### src/rtl/alu_8bit_seq.sv
// -----------------------------------------------------------------------------
// alu_8bit_seq
//   Multi-cycle ALU that answers one request at a time, with a valid/ready
//   handshake on each side. It uses the same 3-bit opcode map and 2*WIDTH-bit
//   result format as the combinational 8-bit ALU.
//   ADD, SUB, AND, OR, NEG and XOR complete in one cycle. Division by zero also
//   completes in one cycle. MUL runs as an iterative shift-add. DIV runs as a
//   restoring divider that produces one quotient bit per cycle, MSB first.
//
// Ports
//   clk        in   1        clock; all state updates on posedge
//   rst        in   1        synchronous active-high reset
//   in_valid   in   1        request valid
//   in_ready   out  1        request can be accepted (high only in IDLE)
//   a, b       in   WIDTH    unsigned operands
//   sel        in   3        000 ADD,001 SUB,010 MUL,011 DIV,100 AND,101 OR,
//                            110 NEG,111 XOR
//   out_valid  out  1        res/err valid
//   out_ready  in   1        consumer takes the result
//   res        out  2*WIDTH  result (DIV: {remainder, quotient})
//   err        out  1        DIV with b == 0
// -----------------------------------------------------------------------------
module alu_8bit_seq #(
  parameter int WIDTH = 8
) (
  input  logic               clk,
  input  logic               rst,
  input  logic               in_valid,
  output logic               in_ready,
  input  logic [WIDTH-1:0]   a,
  input  logic [WIDTH-1:0]   b,
  input  logic [2:0]         sel,
  output logic               out_valid,
  input  logic               out_ready,
  output logic [2*WIDTH-1:0] res,
  output logic               err
);

  localparam int RW = 2 * WIDTH;
  localparam int CW = (WIDTH > 1) ? $clog2(WIDTH) : 1;

  localparam logic [2:0] OP_ADD = 3'b000;
  localparam logic [2:0] OP_SUB = 3'b001;
  localparam logic [2:0] OP_MUL = 3'b010;
  localparam logic [2:0] OP_DIV = 3'b011;
  localparam logic [2:0] OP_AND = 3'b100;
  localparam logic [2:0] OP_OR  = 3'b101;
  localparam logic [2:0] OP_NEG = 3'b110;
  localparam logic [2:0] OP_XOR = 3'b111;

  typedef enum logic [1:0] {S_IDLE, S_MUL, S_DIV, S_DONE} state_e;

  state_e           state_q, state_d;
  logic [WIDTH-1:0] a_q, a_d;
  logic [WIDTH-1:0] b_q, b_d;
  logic [RW-1:0]    acc_q, acc_d;   // MUL: partial product; DIV: {rem, dividend/quotient}
  logic [CW-1:0]    cnt_q, cnt_d;
  logic [RW-1:0]    res_q, res_d;
  logic             err_q, err_d;

  logic             accept;
  logic             last_iter;
  logic [RW-1:0]    simple_res;
  logic [WIDTH-1:0] neg_a;
  logic [RW-1:0]    mul_addend;
  logic [RW-1:0]    mul_acc;
  logic [WIDTH:0]   div_shift;
  logic             div_ge;
  logic [WIDTH-1:0] div_diff;
  logic [WIDTH-1:0] div_rem;
  logic [RW-1:0]    div_acc;

  assign accept    = in_valid && (state_q == S_IDLE);
  assign last_iter = (cnt_q == CW'(WIDTH - 1));
  assign neg_a     = ~a + 1'b1;

  // Single-cycle results. The RW-bit subtraction wraps, so a negative
  // difference comes out sign-extended.
  always_comb begin
    // NOTE: every variable written in a combinational block gets a default
    // first, so no path leaves it unassigned and no latch is inferred.
    simple_res = '0;
    unique case (sel)
      OP_ADD:  simple_res = RW'(a) + RW'(b);
      OP_SUB:  simple_res = RW'(a) - RW'(b);
      OP_AND:  simple_res = RW'(a & b);
      OP_OR:   simple_res = RW'(a | b);
      OP_NEG:  simple_res = RW'(neg_a);
      OP_XOR:  simple_res = RW'(a ^ b);
      default: simple_res = '0;
    endcase
  end

  // Shift-add step: in iteration i, add b<<i when a[i] is set.
  assign mul_addend = RW'(b_q) << cnt_q;
  assign mul_acc    = a_q[cnt_q] ? (acc_q + mul_addend) : acc_q;

  // Restoring step: shift the next dividend bit into the remainder, and
  // subtract b when the result fits. After a successful subtract the
  // remainder is below b, so a WIDTH-bit difference is exact.
  assign div_shift = {acc_q[RW-1:WIDTH], acc_q[WIDTH-1]};
  assign div_ge    = (div_shift >= {1'b0, b_q});
  assign div_diff  = div_shift[WIDTH-1:0] - b_q;
  assign div_rem   = div_ge ? div_diff : div_shift[WIDTH-1:0];
  assign div_acc   = {div_rem, acc_q[WIDTH-2:0], div_ge};

  // State and datapath registers.
  always_ff @(posedge clk) begin
    // NOTE: sequential state uses non-blocking assignments, so every register
    // samples the values from before the edge, in any statement order.
    if (rst) begin
      state_q <= S_IDLE;
      a_q     <= '0;
      b_q     <= '0;
      acc_q   <= '0;
      cnt_q   <= '0;
      res_q   <= '0;
      err_q   <= 1'b0;
    end else begin
      state_q <= state_d;
      a_q     <= a_d;
      b_q     <= b_d;
      acc_q   <= acc_d;
      cnt_q   <= cnt_d;
      res_q   <= res_d;
      err_q   <= err_d;
    end
  end

  // Next-state logic.
  always_comb begin
    state_d = state_q;
    unique case (state_q)
      S_IDLE: begin
        if (accept) begin
          if (sel == OP_MUL)                     state_d = S_MUL;
          else if (sel == OP_DIV && b != '0)     state_d = S_DIV;
          else                                   state_d = S_DONE;
        end
      end
      S_MUL, S_DIV: if (last_iter) state_d = S_DONE;
      S_DONE:       if (out_ready) state_d = S_IDLE;
      default:      state_d = S_IDLE;
    endcase
  end

  // Datapath next-state. Operands are latched on accept. Later changes to
  // the inputs do not reach the running operation.
  always_comb begin
    a_d   = a_q;
    b_d   = b_q;
    acc_d = acc_q;
    cnt_d = cnt_q;
    res_d = res_q;
    err_d = err_q;
    unique case (state_q)
      S_IDLE: begin
        if (accept) begin
          a_d   = a;
          b_d   = b;
          cnt_d = '0;
          err_d = 1'b0;
          acc_d = (sel == OP_DIV) ? RW'(a) : '0;
          if (sel == OP_DIV && b == '0) begin
            res_d = '1;
            err_d = 1'b1;
          end else if (sel != OP_MUL && sel != OP_DIV) begin
            res_d = simple_res;
          end
        end
      end
      S_MUL: begin
        acc_d = mul_acc;
        cnt_d = cnt_q + 1'b1;
        if (last_iter) res_d = mul_acc;
      end
      S_DIV: begin
        acc_d = div_acc;
        cnt_d = cnt_q + 1'b1;
        if (last_iter) res_d = div_acc;
      end
      default: ;
    endcase
  end

  // Outputs are decoded straight from registers.
  always_comb begin
    in_ready  = (state_q == S_IDLE);
    out_valid = (state_q == S_DONE);
    res       = res_q;
    err       = err_q;
  end

endmodule
### config.mk
export PLATFORM = sky130hd
export DESIGN_NAME = alu_8bit_seq
export DESIGN_NICKNAME = d
export VERILOG_FILES = /design/src/rtl/alu_8bit_seq.sv
export SDC_FILE = /design/constraint.sdc
export NUM_CORES = 1
export LEC_CHECK = 0
export ABC_AREA = 1
export CAP_MARGIN = 20
export CORE_UTILIZATION = 40
export DETAILED_ROUTE_END_ITERATION = 6
export REMOVE_ABC_BUFFERS = 1
export SYNTH_ARGS = -nofsm -noshare
export SYNTH_HDL_FRONTEND = slang
export SYNTH_SLANG_ARGS = --single-unit
### constraint.sdc
create_clock -name clk -period 5.95 [get_ports clk]
set_clock_uncertainty 0.1 [all_clocks]
set_input_delay 0.8925 -clock clk [delete_from_list [all_inputs] [get_ports clk]]
set_output_delay 0.8925 -clock clk [all_outputs]
set_load 0.1 [all_outputs]
# --- Word-level counts from Yosys, hierarchy flattened ---
# Cells that the tools add are included.
word_totals:
  register_bits: 54
  latchBits: 0
  mem_bits_rw: 0
  romBits: 0
  input_bits: 23
  output_inout_bits: 19
  elab_cells: 78
  memories: 0
classes:
  add_sub_neg: 6
  mul: 0
  n_div: 0
  n_lt_le_gt_ge: 2
  eq_ne: 19
  shift: 1
  n_mux: 23
  bitwise_logic: 4
  n_reduce_logical: 16
ops:
  columns: ["op", "count"]
  rows:
  - ["2-to-1 mux 16 bit", 7]
  - ["one-hot mux 16 bit (3 select lines)", 2]
  - ["one-hot mux 16 bit (6 select lines)", 1]
  - ["adder 16 bit", 1]
  - ["2-to-1 mux 8 bit", 2]
  - ["left shift 8 x 3 -> 16 bit", 1]
  - ["equality test 3 bit, second input constant", 5]
  - ["adder 8 x 8 -> 9 bit", 1]
  - ["greater-or-equal comparator 9 x 8 -> 1 bit", 1]
  - ["subtractor 8 x 8 -> 9 bit", 1]
  - ["adder 8 x 1 -> 8 bit, second input constant", 1]
  - ["AND 8 bit", 1]
  - ["logical NOT 8 bit", 1]
  - ["2-to-1 mux 2 bit", 4]
  - ["inverter 8 bit", 1]
  - ["bitwise OR 8 bit", 1]
  - ["nonzero test 8 bit", 1]
  - ["subtractor 8 bit", 1]
  - ["bitwise XOR 8 bit", 1]
  - ["equality test 3 x 2 -> 1 bit, second input constant", 2]
  - ["!= test 2 x 1 -> 1 bit, second input constant", 3]
  - ["!= test 3 x 2 -> 1 bit, second input constant", 2]
  - ["one-hot mux 2 bit (3 select lines)", 1]
  - ["one-hot mux 3 bit (2 select lines)", 1]
  - ["19 further kinds", 28]

# --- Depth between registers and ports, before layout ---
# Gate-level depths: netlist of the first run.
logic_depth:
  ltp_word: 7
  ltp_mapped: 20
  ltp_nobuf: 19

# --- Worst setup path after synthesis of the first run ---
# No wires, ideal clock.
synth_path:
  kind: "reg-to-reg"
  startpoint: "reg cnt_q[0]"
  endpoint: "reg res_q[3], in the netlist res[3]"
  arrival_ns: 2.470
  setup_slack_ns: 3.265
  stages_incl_launch_ff: 16
  path_buffers: 2
  path_cell_list: "dfxtp_1 -> buf_4 -> clkbuf_1 -> o21ai_0 -> o21ai_0 -> nor2_1 -> ha_1 -> or2_2 -> nand2_1 -> xor2_1 -> nand2_1 -> o211ai_1 -> nand2_1 -> nand2_1 -> nand3_1 -> and2_1"
synth_via:
  elab_chain_len: 5
  word_cells_on_any_way: 11
  cone_classes: "add/sub: 1; eq/ne: 3; shift: 1; mux: 5; reduce/logical: 1"
synth_lines:
  columns: ["item", "line", "rtl"]
  rows:
  - ["start, declared", "57", "logic [CW-1:0] cnt_q, cnt_d;"]
  - ["start signal, assigned", "124", "cnt_q <= cnt_d;"]
  - ["left shift 8 x 3 -> 16 bit / binary-select mux 1 bit (select 3 bit) (equally long branches)", "95, 96", null]
  - ["adder 16 bit / 2-to-1 mux 1 bit (equally long branches)", "96", "assign mul_acc = a_q[cnt_q] ? (acc_q + mul_addend) : acc_q;"]
  - ["2-to-1 mux 16 bit", "96", null]
  - ["2-to-1 mux 16 bit", "175", "if (last_iter) res_d = mul_acc;"]
  - ["one-hot mux 16 bit (3 select lines)", "156", "unique case (state_q)"]
  - ["end signal, assigned", "125", "res_q <= res_d;"]
  - ["end, declared", "58", "logic [RW-1:0] res_q, res_d;"]
# Parallel ways exist; a longest one is shown, timed or not. The select of a mux whose other input is x is not followed.
# A chain may end at the register's enable or synchronous reset.

# --- Worst setup path after layout of the first run ---
layout_path:
  startpoint: "reg cnt_q[0]"
  endpoint: "reg res_q[11], in the netlist res[11]"
# Same word-level chain as after synthesis.

==> out/metrics.yaml, run 1 <==
worst_setup_path:
  reg2reg_to: "res[11]"
  end_kind: "flip-flop"
  critPathKind: "flip-flop to flip-flop"
  ff2ff_setup_slack_ns: 2.65
  worstPathArrival_ns: 3.38
  worst-endpoint-required_ns: 6.03
  cp-start-kind: "flip-flop"
  r2r_start: "cnt_q[0]"
  critPathMaxFanout: 23
  rr_worst_depth: 17
cells_and_area:
  stdcell_area_um2: 6310
  area_growth_pct: 11.0
  diodes: 0
  final_core_util_pct: 45.4
  fin_nets: 1039
  drive_gt1_share_pct: 4.70
  instances_no_fill: 1138
  fillCellCount: 1504
timing:
  period_minus_slack_ns: 3.30
  rsz0062_at_grt: "false"
  finalSetupViolations: 0
  final_max_slew_viol_count: 0
  finalSetupTns_ns: 0
  tightest_slew_ns: 0.997
  fmax_mhz: 303
  period_share_pct: 55.5
  finalHoldViolCount: 0
  slew_headroom_pct: 33.3
global_route:
  antenna_found_initial: 0
  grt_usage_pct: 24.7
  grt_overflow: 0
  grt_pass1_vias: 5394
  grt_max_degree: 45
  grt_pass1_wl_mm: 28.4
pwr:
  p_per_area_nw_per_um2: 489
  ir_drop_mv: 0.435
  power_leakage_nw: 3.12
hold_path:
  hp-class: "flip-flop to flip-flop"
  min_from: "res[9]"
  min_to: "res[9]"
  holdPathStages: 2
logic_synthesis:
  yosys_warnings: 0
  synth-compound-area-share_pct: 17.5
  ys_ff_latch: 54
  synth_enable_flop_cells: 0
  synthArstFlopShare_pct: 0
  syn_inst: 938
  synth_top_family_by_area: "simple AND/OR/NAND/NOR gates"
  ys_types: 45
  synthMuxAreaShare_pct: 0.705
  synth-simple-area-share_pct: 36.6
  synthXorXnorAreaFrac_pct: 1.08
  synthFlopType: "dfxtp_1"
  netlist_area_um2: 5680
  synth_fa_ha_area_share_pct: 13.5
  syn_area_per_cell_um2: 6.06
  ys_seq_area_share_pct: 19.0
floorplan:
  core_area_um2: 13900
  die_area_um2: 14700
  start_util_pct: 40.9
  num_rows: 43
  pin_count: 42
  die_x_um: 121
  die_h_um: 121
placed_design:
  post-dp-hpwl_mm: 13.8
  numPortBuffers: 41
  placed_area_um2: 6150
  place.gp.congestion: 0.909
  place_inst: 1130
clocking:
  clkTransAtPathRegs_ns: 0.08
  cts_max_path_buffers: 2
  cts.sink_count: 54
  post-cts-setup-buffers: 0
  clock_latency_ns: 0.30
  cts_hold_buf: 0
  cts_inserted_buffers: 5
  cts_htree_levels: 2
  post_cts_resized: 0
  clockRootBuffer: "clkbuf_16"
  cts_tree: "yes"
detailed_routing:
  viasPerCell: 5.20
  drt-initial-drc-count: 521
  ant_nets: 0
  dr_total_vias: 5921
  wl_per_cell_um: 15.3
  wl_mm: 17.4
  firstDrtPassIters: 6
  drc: 0
run_status:
  status: "finished clean"
run:
  cap_violations: 0
synth_stat cells (2+ instances only):
master | n | area, um2
nand2_1 | 238 | 893
inv_1 | 123 | 462
nand3_1 | 91 | 455
a21oi_1 | 81 | 405
nor2_1 | 76 | 285
o21ai_0 | 67 | 335
ha_1 | 55 | 688
dfxtp_1 | 54 | 1080
clkbuf_1 | 16 | 60.1
o21ai_1 | 16 | 80.1
nand4_1 | 15 | 93.8
nand3b_1 | 12 | 90.1
nor3_1 | 10 | 50.1
a21oi_2 | 6 | 52.6
inv_2 | 6 | 22.5
nand2_2 | 6 | 37.5
buf_2 | 5 | 25.0
buf_6 | 4 | 45.0
fa_1 | 4 | 80.1
mux2i_1 | 4 | 40.0
nand3_2 | 4 | 40.0
or2_2 | 4 | 25.0
xnor2_1 | 4 | 35.0
and2_1 | 3 | 18.8
buf_4 | 3 | 22.5
o211ai_1 | 3 | 22.5
xor2_1 | 3 | 26.3
a221oi_1 | 2 | 17.5
nand2_4 | 2 | 22.5
nor2_2 | 2 | 12.5
nor2_4 | 2 | 22.5
o221ai_1 | 2 | 17.5
o22ai_1 | 2 | 12.5
or2_1 | 2 | 12.5
through the flow:
step / power, mW / setup WS, ns / hold WS [ns]
2_1_floorplan: 2.21 / 3.23 / 0.362
3_3_place_gp: 2.76 / 2.44 / 0.416
3_5_place_dp: 2.75 / 2.39 / 0.410
4_1_cts: 3.08 / 2.70 / 0.425
5_1_grt: 3.34 / 2.31 / 0.458
6_report: 3.09 / 2.65 / 0.421
worst max path at each step:
stage,cells past startpoint,end,slack [ns],startpoint
2_1_floorplan,12,res[3],3.23,state_q[0]
6_report,17,res[11],2.65,cnt_q[0]
5_1_grt,16,res[15],2.31,cnt_q[0]
3_5_place_dp,11,res[14],2.39,a[0]
4_1_cts,16,res[15],2.70,cnt_q[0]
3_3_place_gp,11,res[14],2.44,a[0]
cell families after synthesis:
family / after synthesis
AND/OR/NAND/NOR: 469
AO/OA/AOI/OAI: 185
buffers and inverters: 160
adder cells (fa/ha/maj): 59
flip-flops: 54
XOR/XNOR: 7
multiplexers: 4
cell usage in the layout (no fill, tap or decap), types with 4 or more instances in the layout:
| cell | n |
|---|---|
| or2_2 | 4 |
| fa_1 | 4 |
| nand4_1 | 15 |
| nor3_1 | 10 |
| nand3_1 | 91 |
| nand2_2 | 6 |
| ha_1 | 55 |
| inv_1 | 123 |
| clkdlybuf4s50_1 | 41 |
| nor2_1 | 76 |
| nand2_1 | 238 |
| nand3b_1 | 12 |
| clkbuf_16 | 5 |
| inv_2 | 6 |
| dfxtp_1 | 54 |
| a21oi_1 | 81 |
| a21oi_2 | 6 |
| nand3_2 | 4 |
| o21ai_1 | 16 |
| mux2i_1 | 4 |
| xnor2_1 | 4 |
| o21ai_0 | 67 |
per-layer routing:
metal | wire [um] | track usage (%)
met3 | 907 | 2.73
met1 | 8910 | 36.6
met5 | 0 | 0
met4 | 170 | 4.32
met2 | 7460 | 38.5
flip-flops by register name, summed over array words and instances, names as in the netlist:
name / flops
err: 1
a_q: 8
acc_q: 16
state_q: 2
cnt_q: 3
res: 16
b_q: 8
final cells by class:
cell class | count | area (um2) | area share (%)
inverter | 130 | 489 | 7.75
multi-input combinational | 724 | 3940 | 62.5
tap | 180 | 225 | 3.57
sequential | 54 | 1080 | 17.1
timing repair buffer | 42 | 418 | 6.62
clock buffer | 5 | 125 | 1.98
clock inverter | 3 | 28.8 | 0.456
where the power goes:
group	switching, mW	internal, mW	total (mW)
Sequential	0.132	0.490	0.622
Clock	0.153	0.162	0.315
Combinational	1.53	0.620	2.15
critical path: stages, from the launching register on:
cell and delay [ns]:
dfxtp_1 0.79, o21ai_0 0.33, nand2_1 0.11, o21ai_0 0.11, o21ai_0 0.24, ha_1 0.33
nand2_1 0.15, inv_1 0.05, a21oi_1 0.17, nand2_1 0.13, nand2_1 0.10, nand2_1 0.06
nand2_1 0.05, nand3_1 0.06, nand2_1 0.12, nand2_1 0.08, nand2_1 0.11, a21oi_1 0.08
(Power assumes the default switching activity.)
==> run 2: changes to the inputs <==
- clock period: 5.95 -> 3.15 ns (I/O delays scaled with it)
==> out/metrics.yaml, run 2 (synthesized netlist as in run 1, its figures left out) <==
cells_and_area:
  diodes: 0
  instances_no_fill: 1163
  area_growth_pct: 14.3
  layout_common_cells: "nand2_1, inv_1, nand3_1"
  stdcell_area_um2: 6490
  fin_nets: 1064
  final_common_cell: "nand2_1"
  drive_gt1_share_pct: 9.16
run:
  cap_violations: 0
run_status:
  status: "finished clean"
timing:
  period_minus_slack_ns: 2.84
  final_max_slew_viol_count: 0
  rsz0062_at_grt: "false"
  finalHoldViolCount: 0
  fmax_mhz: 352
  finalSetupViolations: 0
  slew_headroom_pct: 63.2
  tightest_slew_ns: 0.549
  finalSetupTns_ns: 0
  period_share_pct: 90.2
clocking:
  clock_latency_ns: 0.30
  clockRootBuffer: "clkbuf_16"
  cts.sink_count: 54
  cts_tree: "yes"
  cts_hold_buf: 0
  cts_max_path_buffers: 2
  cts_inserted_buffers: 5
  post-cts-setup-buffers: 0
  clkTransAtPathRegs_ns: 0.08
  cts_htree_levels: 2
placed_design:
  post-dp-hpwl_mm: 14.4
  placed_area_um2: 6320
  place.gp.congestion: 1.01
  place_inst: 1155
  numPortBuffers: 41
floorplan:
  num_rows: 43
  die_h_um: 121
  die_area_um2: 14700
  die_x_um: 121
  core_area_um2: 13900
  start_util_pct: 40.9
  pin_count: 42
detailed_routing:
  firstDrtPassIters: 5
  dr_total_vias: 6082
  drt-initial-drc-count: 568
  wl_mm: 17.7
  drc: 0
  ant_nets: 0
  wl_per_cell_um: 15.2
  viasPerCell: 5.23
worst_setup_path:
  path_buf_inv: 1
  end_kind: "flip-flop"
  cp-start-kind: "flip-flop"
  worst-endpoint-required_ns: 3.28
  worstPathCellList: "buf_4 > o21ai_0 > o21ai_0 > nor2_1 > ha_1 > nand2_1 > nor2_1 > and2_1 > nand2_1 > nand2_1 > nand2_1 > nand3_1 > nand2_1 > nand2_1 > nand2_1 > a21oi_1"
  crit_family: "simple AND/OR/NAND/NOR gates"
  critPathMaxFanout: 15
  slowest_stage: "dfxtp_2"
  max_stage_delay_ns: 0.45
  worstPathArrival_ns: 2.97
  critPathKind: "flip-flop to flip-flop"
  cp_common_cell: "nand2_1"
global_route:
  antenna_found_initial: 0
  grt_max_degree: 31
  grt_pass1_wl_mm: 28.3
  grt_usage_pct: 24.6
  grt_overflow: 0
  grt_pass1_vias: 5435
pwr:
  p_per_area_nw_per_um2: 921
  ir_drop_mv: 0.789
  power_leakage_nw: 3.29
  fin_total_pwr_mw: 5.98
hold_path:
  hp-class: "flip-flop to flip-flop"
run 2: changes by cell type in the layout (fill, tap and decap cells not counted), sizes merged:
cell	delta
buf	+44
inv	-1
bufinv	+1
clkdlybuf4s50	-19
run 2: worst min-delay path: stages, from the launching register on:
cell and delay, ns:
dfxtp_1 0.31, o21ai_1 0.12, a21oi_1 0.05
run 2: metal layers:
layer | wire (um) | track usage (%)
met5 | 0 | 0
met4 | 219 | 4.78
met3 | 900 | 2.21
met2 | 7600 | 37.0
met1 | 9000 | 37.7
run 2: cell type report:
class | instances | area (um2)
tap | 180 | 225
clock inverter | 3 | 47.5
clock buffer | 5 | 125
multi-input combinational | 724 | 3940
inverter | 130 | 489
fill | 1505 | 7390
timing repair buffer | 67 | 583
sequential | 54 | 1080
run 2: where the power goes:
group          internal, mW  switching, mW
clock                 0.380          0.273
sequential            0.928          0.222
combinational          1.25           2.93
run 2: path summary, 6_finish.rpt:
path / endpoint / from / cells after the start / slack (ns)
setup reg to reg: acc_q[13] / cnt_q[0] / 16 / 0.31
setup / recovery: acc_q[13] / cnt_q[0] / 16 / 0.31
hold reg to reg: res[10] / res[10] / 2 / 0.43
hold / removal: res[10] / res[10] / 2 / 0.43
run 2: stage by stage:
stage	hold slack, ns	setup WS (ns)	util (%)
floorplan	0.362	0.434	-
global placement	0.410	0.176	45.5
detailed placement	0.413	0.149	45.5
CTS	0.430	0.182	46.8
global route	0.449	0.0300	46.8
finish	0.425	0.310	46.8
run 2: repair_timing:
| item | in CTS | in global routing |
|---|---|---|
| hold endpoints to repair | 0 | 0 |
| endpoints found under the setup margin | 0 | 19 |
| resized for setup | 0 | 3 |
